===== src/rtl/wb_pkg.sv =====
// Shared types for the writeback arbiter: register-file write request and
// the grant source used to steer the output register.
package wb_pkg;

    localparam int RF_ADDR_W = 5;
    localparam int RF_DATA_W = 32;

    typedef struct packed {
        logic [RF_ADDR_W-1:0] waddr;
        logic [RF_DATA_W-1:0] wdata;
    } wb_req_t;

    typedef enum logic [1:0] {
        WB_SRC_NONE,
        WB_SRC_EX,
        WB_SRC_LSU
    } wb_src_e;

    // x0 is hardwired to zero, so a write to it is never performed.
    function automatic logic addr_writes(input logic [RF_ADDR_W-1:0] addr);
        return addr != '0;
    endfunction

endpackage


===== src/rtl/wb_fifo.sv =====
// DEPTH-entry FIFO of pending EX writeback requests. Push while full and pop
// while empty are ignored; pointers wrap naturally because DEPTH is a power of 2.
module wb_fifo
    import wb_pkg::*;
#(
    parameter int DEPTH = 2,
    localparam int PTR_W = $clog2(DEPTH),
    localparam int CNT_W = PTR_W + 1
) (
    input  logic             clk_i,
    input  logic             rst_ni,
    input  logic             push_i,
    input  wb_req_t          data_i,
    input  logic             pop_i,
    output wb_req_t          data_o,
    output logic             full_o,
    output logic             empty_o,
    output logic [CNT_W-1:0] count_o
);

    wb_req_t          mem_q [DEPTH];
    logic [PTR_W-1:0] wptr_q, wptr_d;
    logic [PTR_W-1:0] rptr_q, rptr_d;
    logic [CNT_W-1:0] count_q, count_d;
    logic             do_push, do_pop;

    assign full_o  = (count_q == CNT_W'(DEPTH));
    assign empty_o = (count_q == '0);
    assign count_o = count_q;
    assign data_o  = mem_q[rptr_q];

    assign do_push = push_i && !full_o;
    assign do_pop  = pop_i && !empty_o;

    always_comb begin
        wptr_d  = wptr_q;
        rptr_d  = rptr_q;
        count_d = count_q;
        if (do_push) begin
            wptr_d = wptr_q + 1'b1;
        end
        if (do_pop) begin
            rptr_d = rptr_q + 1'b1;
        end
        case ({do_push, do_pop})
            2'b10:   count_d = count_q + 1'b1;
            2'b01:   count_d = count_q - 1'b1;
            default: count_d = count_q;
        endcase
    end

    always_ff @(posedge clk_i or negedge rst_ni) begin
        if (!rst_ni) begin
            wptr_q  <= '0;
            rptr_q  <= '0;
            count_q <= '0;
        end else begin
            wptr_q  <= wptr_d;
            rptr_q  <= rptr_d;
            count_q <= count_d;
        end
    end

    // Storage needs no reset: an entry is only read after it has been pushed.
    always_ff @(posedge clk_i) begin
        if (do_push) begin
            mem_q[wptr_q] <= data_i;
        end
    end

endmodule


===== src/rtl/wb_write_arbiter.sv =====
// Arbitrates the single register-file write port between buffered EX results
// and LSU load data: LSU wins, a starvation counter forces EX through.
//
// Handshakes: a transfer happens on a cycle where valid and ready are both
// high; ready never depends on valid, and the producer holds valid and its
// payload stable until the transfer completes.
module wb_write_arbiter
    import wb_pkg::*;
#(
    parameter int DEPTH        = 2,
    parameter int STARVE_LIMIT = 4
) (
    input  logic                 clk_i,
    input  logic                 rst_ni,
    input  logic                 ex_valid_i,
    output logic                 ex_ready_o,
    input  logic                 ex_we_i,
    input  logic [RF_ADDR_W-1:0] ex_waddr_i,
    input  logic [RF_DATA_W-1:0] ex_wdata_i,
    input  logic                 lsu_valid_i,
    output logic                 lsu_ready_o,
    input  logic [RF_ADDR_W-1:0] lsu_waddr_i,
    input  logic [RF_DATA_W-1:0] lsu_wdata_i,
    output logic                 rf_we_o,
    output logic [RF_ADDR_W-1:0] rf_waddr_o,
    output logic [RF_DATA_W-1:0] rf_wdata_o,
    output logic                 ex_pending_o
);

    localparam int CNT_W    = $clog2(DEPTH) + 1;
    localparam int STARVE_W = $clog2(STARVE_LIMIT + 1);
    localparam logic [STARVE_W-1:0] STARVE_MAX = STARVE_W'(STARVE_LIMIT);

    wb_req_t             ex_req;
    wb_req_t             fifo_head;
    logic                fifo_push, fifo_pop;
    logic                fifo_full, fifo_empty;
    logic [CNT_W-1:0]    fifo_count;
    logic                unused_count;

    wb_src_e             grant_src;
    logic                lsu_hs;
    logic                starved;
    logic [STARVE_W-1:0] starve_q, starve_d;

    logic                rf_we_q, rf_we_d;
    wb_req_t             rf_q, rf_d;

    assign ex_req = '{waddr: ex_waddr_i, wdata: ex_wdata_i};

    wb_fifo #(
        .DEPTH(DEPTH)
    ) u_ex_fifo (
        .clk_i  (clk_i),
        .rst_ni (rst_ni),
        .push_i (fifo_push),
        .data_i (ex_req),
        .pop_i  (fifo_pop),
        .data_o (fifo_head),
        .full_o (fifo_full),
        .empty_o(fifo_empty),
        .count_o(fifo_count)
    );

    assign unused_count = ^fifo_count;

    // Both readies come from registered state only, so neither producer sees
    // a combinational path from its own valid.
    assign starved      = !fifo_empty && (starve_q == STARVE_MAX);
    assign lsu_ready_o  = !starved;
    assign ex_ready_o   = !fifo_full;
    assign ex_pending_o = !fifo_empty;

    // Writes that would never reach the RF are consumed here instead of queued.
    assign fifo_push = ex_valid_i && ex_ready_o && ex_we_i && addr_writes(ex_waddr_i);
    assign lsu_hs    = lsu_valid_i && lsu_ready_o;

    always_comb begin
        grant_src = WB_SRC_NONE;
        if (lsu_hs && addr_writes(lsu_waddr_i)) begin
            grant_src = WB_SRC_LSU;
        end else if (!fifo_empty) begin
            grant_src = WB_SRC_EX;
        end
    end

    assign fifo_pop = (grant_src == WB_SRC_EX);

    always_comb begin
        starve_d = starve_q;
        if (fifo_empty || grant_src == WB_SRC_EX) begin
            starve_d = '0;
        end else if (grant_src == WB_SRC_LSU && starve_q != STARVE_MAX) begin
            starve_d = starve_q + 1'b1;
        end
    end

    // Address/data hold their last written value on idle cycles.
    always_comb begin
        rf_we_d = 1'b0;
        rf_d    = rf_q;
        case (grant_src)
            WB_SRC_LSU: begin
                rf_we_d = 1'b1;
                rf_d    = '{waddr: lsu_waddr_i, wdata: lsu_wdata_i};
            end
            WB_SRC_EX: begin
                rf_we_d = 1'b1;
                rf_d    = fifo_head;
            end
            default: begin
                rf_we_d = 1'b0;
            end
        endcase
    end

    always_ff @(posedge clk_i or negedge rst_ni) begin
        if (!rst_ni) begin
            starve_q <= '0;
            rf_we_q  <= 1'b0;
            rf_q     <= '0;
        end else begin
            starve_q <= starve_d;
            rf_we_q  <= rf_we_d;
            rf_q     <= rf_d;
        end
    end

    assign rf_we_o    = rf_we_q;
    assign rf_waddr_o = rf_q.waddr;
    assign rf_wdata_o = rf_q.wdata;

endmodule


===== config.mk =====
export PLATFORM = sky130hd
export DESIGN_NAME = wb_write_arbiter
export DESIGN_NICKNAME = d
export VERILOG_FILES = /design/src/rtl/wb_pkg.sv /design/src/rtl/wb_fifo.sv /design/src/rtl/wb_write_arbiter.sv
export SDC_FILE = /design/constraint.sdc
export NUM_CORES = 1
export LEC_CHECK = 0
export ABC_AREA = 1
export CORE_MARGIN = 1
export CORE_UTILIZATION = 45
export DETAILED_ROUTE_END_ITERATION = 10
export PLACE_DENSITY = 0.74
export SLEW_MARGIN = 20
export SYNTH_ARGS = -nofsm -noshare
export SYNTH_HDL_FRONTEND = slang
export SYNTH_HIERARCHICAL = 1
export SYNTH_SLANG_ARGS = --single-unit

===== constraint.sdc =====
create_clock -name clk_i -period 3.4 [get_ports clk_i]
set_input_delay 0.68 -clock clk_i [delete_from_list [all_inputs] [get_ports clk_i]]
set_output_delay 0.68 -clock clk_i [all_outputs]
set_load 0.01 [all_outputs]

==> results by group <==
Synthesis
  – Seq cells post-synth: 119
  – Post-synthesis sequential area ratio: around 67%
  – Ys Warns: 6
  – Synth unique cells: 20
  – Post-synth net total: 549
  – Cells after synthesis: approximately 470
  – Synthesized area per cell: 10.7 um^2
  – Synth Cell Area: about 5000 um^2

Detailed routing
  – WL per Instance: roughly 16 um
  – Antenna Nets Post-Route: 0
  – Starting DRT DRC Count: 250
  – Number of detailed-route iterations in the first pass: 5
  – Remaining DRCs: 0
  – Vias per cell: ~5.3
  – Vias post-DR: 3902
  – Drt total wl: around 12000 um

Clock network
  – CTS tree: built
  – Cts hold-fix bufs: 0
  – CTS max path bufs: 2
  – Root Buffer: clkbuf_8
  – CTS resizes: 0
  – TritonCTS Buffers: 17
  – H-Tree Depth: 4
  – Clock Latency Late Sink: ~520 ps
  – Number of setup buffers added after CTS: 0
  – Clock transition at path regs: 60 ps
  – Clock Sinks: around 120

Power
  – Static Leak: roughly 2.8 nW
  – Peak supply drop: between 300 and 400 uV
  – Total power draw: 5.41 mW
  – Pwr dens: approximately 790 nW/um^2

Timing
  – Endpoints failing setup: 0
  – Worst slew pin tran: approximately 720 ps
  – F_max: between 300 and 400 MHz
  – Hold Fails Final Rpt: 0
  – Period utilization: just under 90%
  – Final Max Slew Viols: 0
  – Setup TNS: 0 ps
  – Slew HR: about half
  – RSZ-0062 raised after global routing: no
  – Crit path time final: 2960 ps
  – Hold slack: about 150 ps
  – Worst Skew: 9.19 ps

Place
  – IO Port Bufs: ~120
  – Placed Cells: 704
  – Post-DP HPWL: roughly 7500 um
  – RePlAce Congestion: 0.735

Global routing
  – Initial antenna violation count: 0
  – All-Layer GR Usage: approximately 22%
  – Global route overflow: 0
  – Vias in the first global route: ~3900
  – First-pass GRT wire length: 18800 um
  – Largest net degree at the start of global routing: 76

Critical path
  – Worst Path Arrival: around 2300 ps
  – Startpoint types: register
  – CP max FO: 25
  – Worst R2R Path Depth: 16
  – Crit Reg-Reg Startpoint: u_ex_fifo/count_o[0]
  – CP required: between 2000 and 3000 ps
  – Crit path from: u_ex_fifo/count_o[0]
  – Crit. End Element: output pin
  – Critical path class: register to output pin

Final layout
  – Proportion of layout cells with a drive suffix above 1: between 8 and 9%
  – Fill cell count: a little under 900
  – Number of nets in the layout: 665
  – Area Growth Syn to Fin: 36.6%
  – Register area: approximately 3300 um^2
  – # diodes: 0
  – Multi-input gate area: around 1400 um^2
  – Cell Count, Final, Fillers Out: between 700 and 800

Floorplanning
  – Top Ports: 120
  – Rows: 38
  – Initial Util: between 40% and 50%
  – Width of the die: roughly 110 um
  – Die area: 11500 um^2
  – Die Height: about 110 um
  – Core area: roughly 11000 um^2

Flow run
  – Max Cap Violations: 0

Run status
  – Status: completed

Hold path
  – HP Class: input pin to async pin
registers in the layout, summed over array words and instances, names as in the netlist:
name / count
rf_we_o: 1
rf_wdata_o: 32
u_ex_fifo/wptr_q: 1
u_ex_fifo/mem_q: 74
u_ex_fifo/count_o: 2
u_ex_fifo/rptr_q: 1
starve_q: 3
rf_waddr_o: 5
Yosys cell counts (all sizes together):
library cell / number / share of area, %
nand2: 128 / 9.7
nand3b: 1 / 0.40
nand3: 149 / 15
buf: 23 / 3.6
ha: 3 / 0.75
nand4: 2 / 0.25
xnor2: 2 / 0.35
dfrtp: 45 / 23
o21ai: 1 / 0.10
nor2: 11 / 0.98
edfxtp: 74 / 44
nor3: 1 / 0.10
clkbuf: 8 / 0.60
inv: 19 / 1.4
cell usage in the layout, fill, tap and decap left out, drive strengths merged, types with 2 or more instances in the layout:
master,count
edfxtp,74
nand2,128
buf,10
xnor2,2
clkinv,5
nand3,149
nor2,11
ha,3
clkdlybuf4s50,118
inv,19
clkbuf,21
clkinvlp,4
nand4,2
bufinv,2
dfrtp,45
cell families after synthesis:
group / share of synthesized area, %
buffers and inverters: 5.58
XOR/XNOR: 0.350
AND/OR/NAND/NOR: 26.3
AO/OA/AOI/OAI: 0.100
adder cells (fa/ha/maj): 0.750
flip-flops: 66.9
worst max-delay path, cell delays in order, from the launching register on:
cell and delay (ps):
dfrtp_1 440, inv_2 90, nand2_1 100, inv_1 90, buf_4 280, nor2_1 150, inv_1 80, clkdlybuf4s50_1 530
worst paths after layout:
check                                       endpoint  slack [ps]
min in group clk_i                       starve_q[0]         470
max in group asynchronous             rf_wdata_o[31]        2830
worst min register to register           starve_q[0]         470
worst min-delay path                   rf_waddr_o[1]         150
worst max register to register  u_ex_fifo/count_o[1]        1050
worst max-delay path                     lsu_ready_o         440
per-stage QoR:
step / utilization (%) / area [um^2] / setup slack (ps)
floorplan: - / 5000 / 415
global placement: 57.6 / 6250 / 954
detailed placement: 57.6 / 6250 / 879
CTS: 63.0 / 6830 / 424
global route: 63.0 / 6830 / 307
finish: 63.0 / 6830 / 435
routing by layer:
metal,track usage (%),vias up,wire length (um)
li1,-,1841,-
met1,26.4,1910,4840
met2,37.0,130,6000
met3,5.69,21,672
met4,9.88,0,294
met5,0,-,0
layout make-up:
cell class / instances / area share, %
well taps: 140 / 2.56
inverters: 19 / 1.04
repair buffers: 128 / 18.6
clock inverters: 11 / 1.79
multi-input cells: 298 / 20.3
flip-flops and latches: 119 / 49.0
clock buffers: 21 / 6.72
report_power, final:
group	switching, mW	internal (mW)
clock network	0.622	1.10
logic	0.950	0.705
registers	0.156	1.87
total	1.73	3.68
Power figures use the tool's default switching activity.
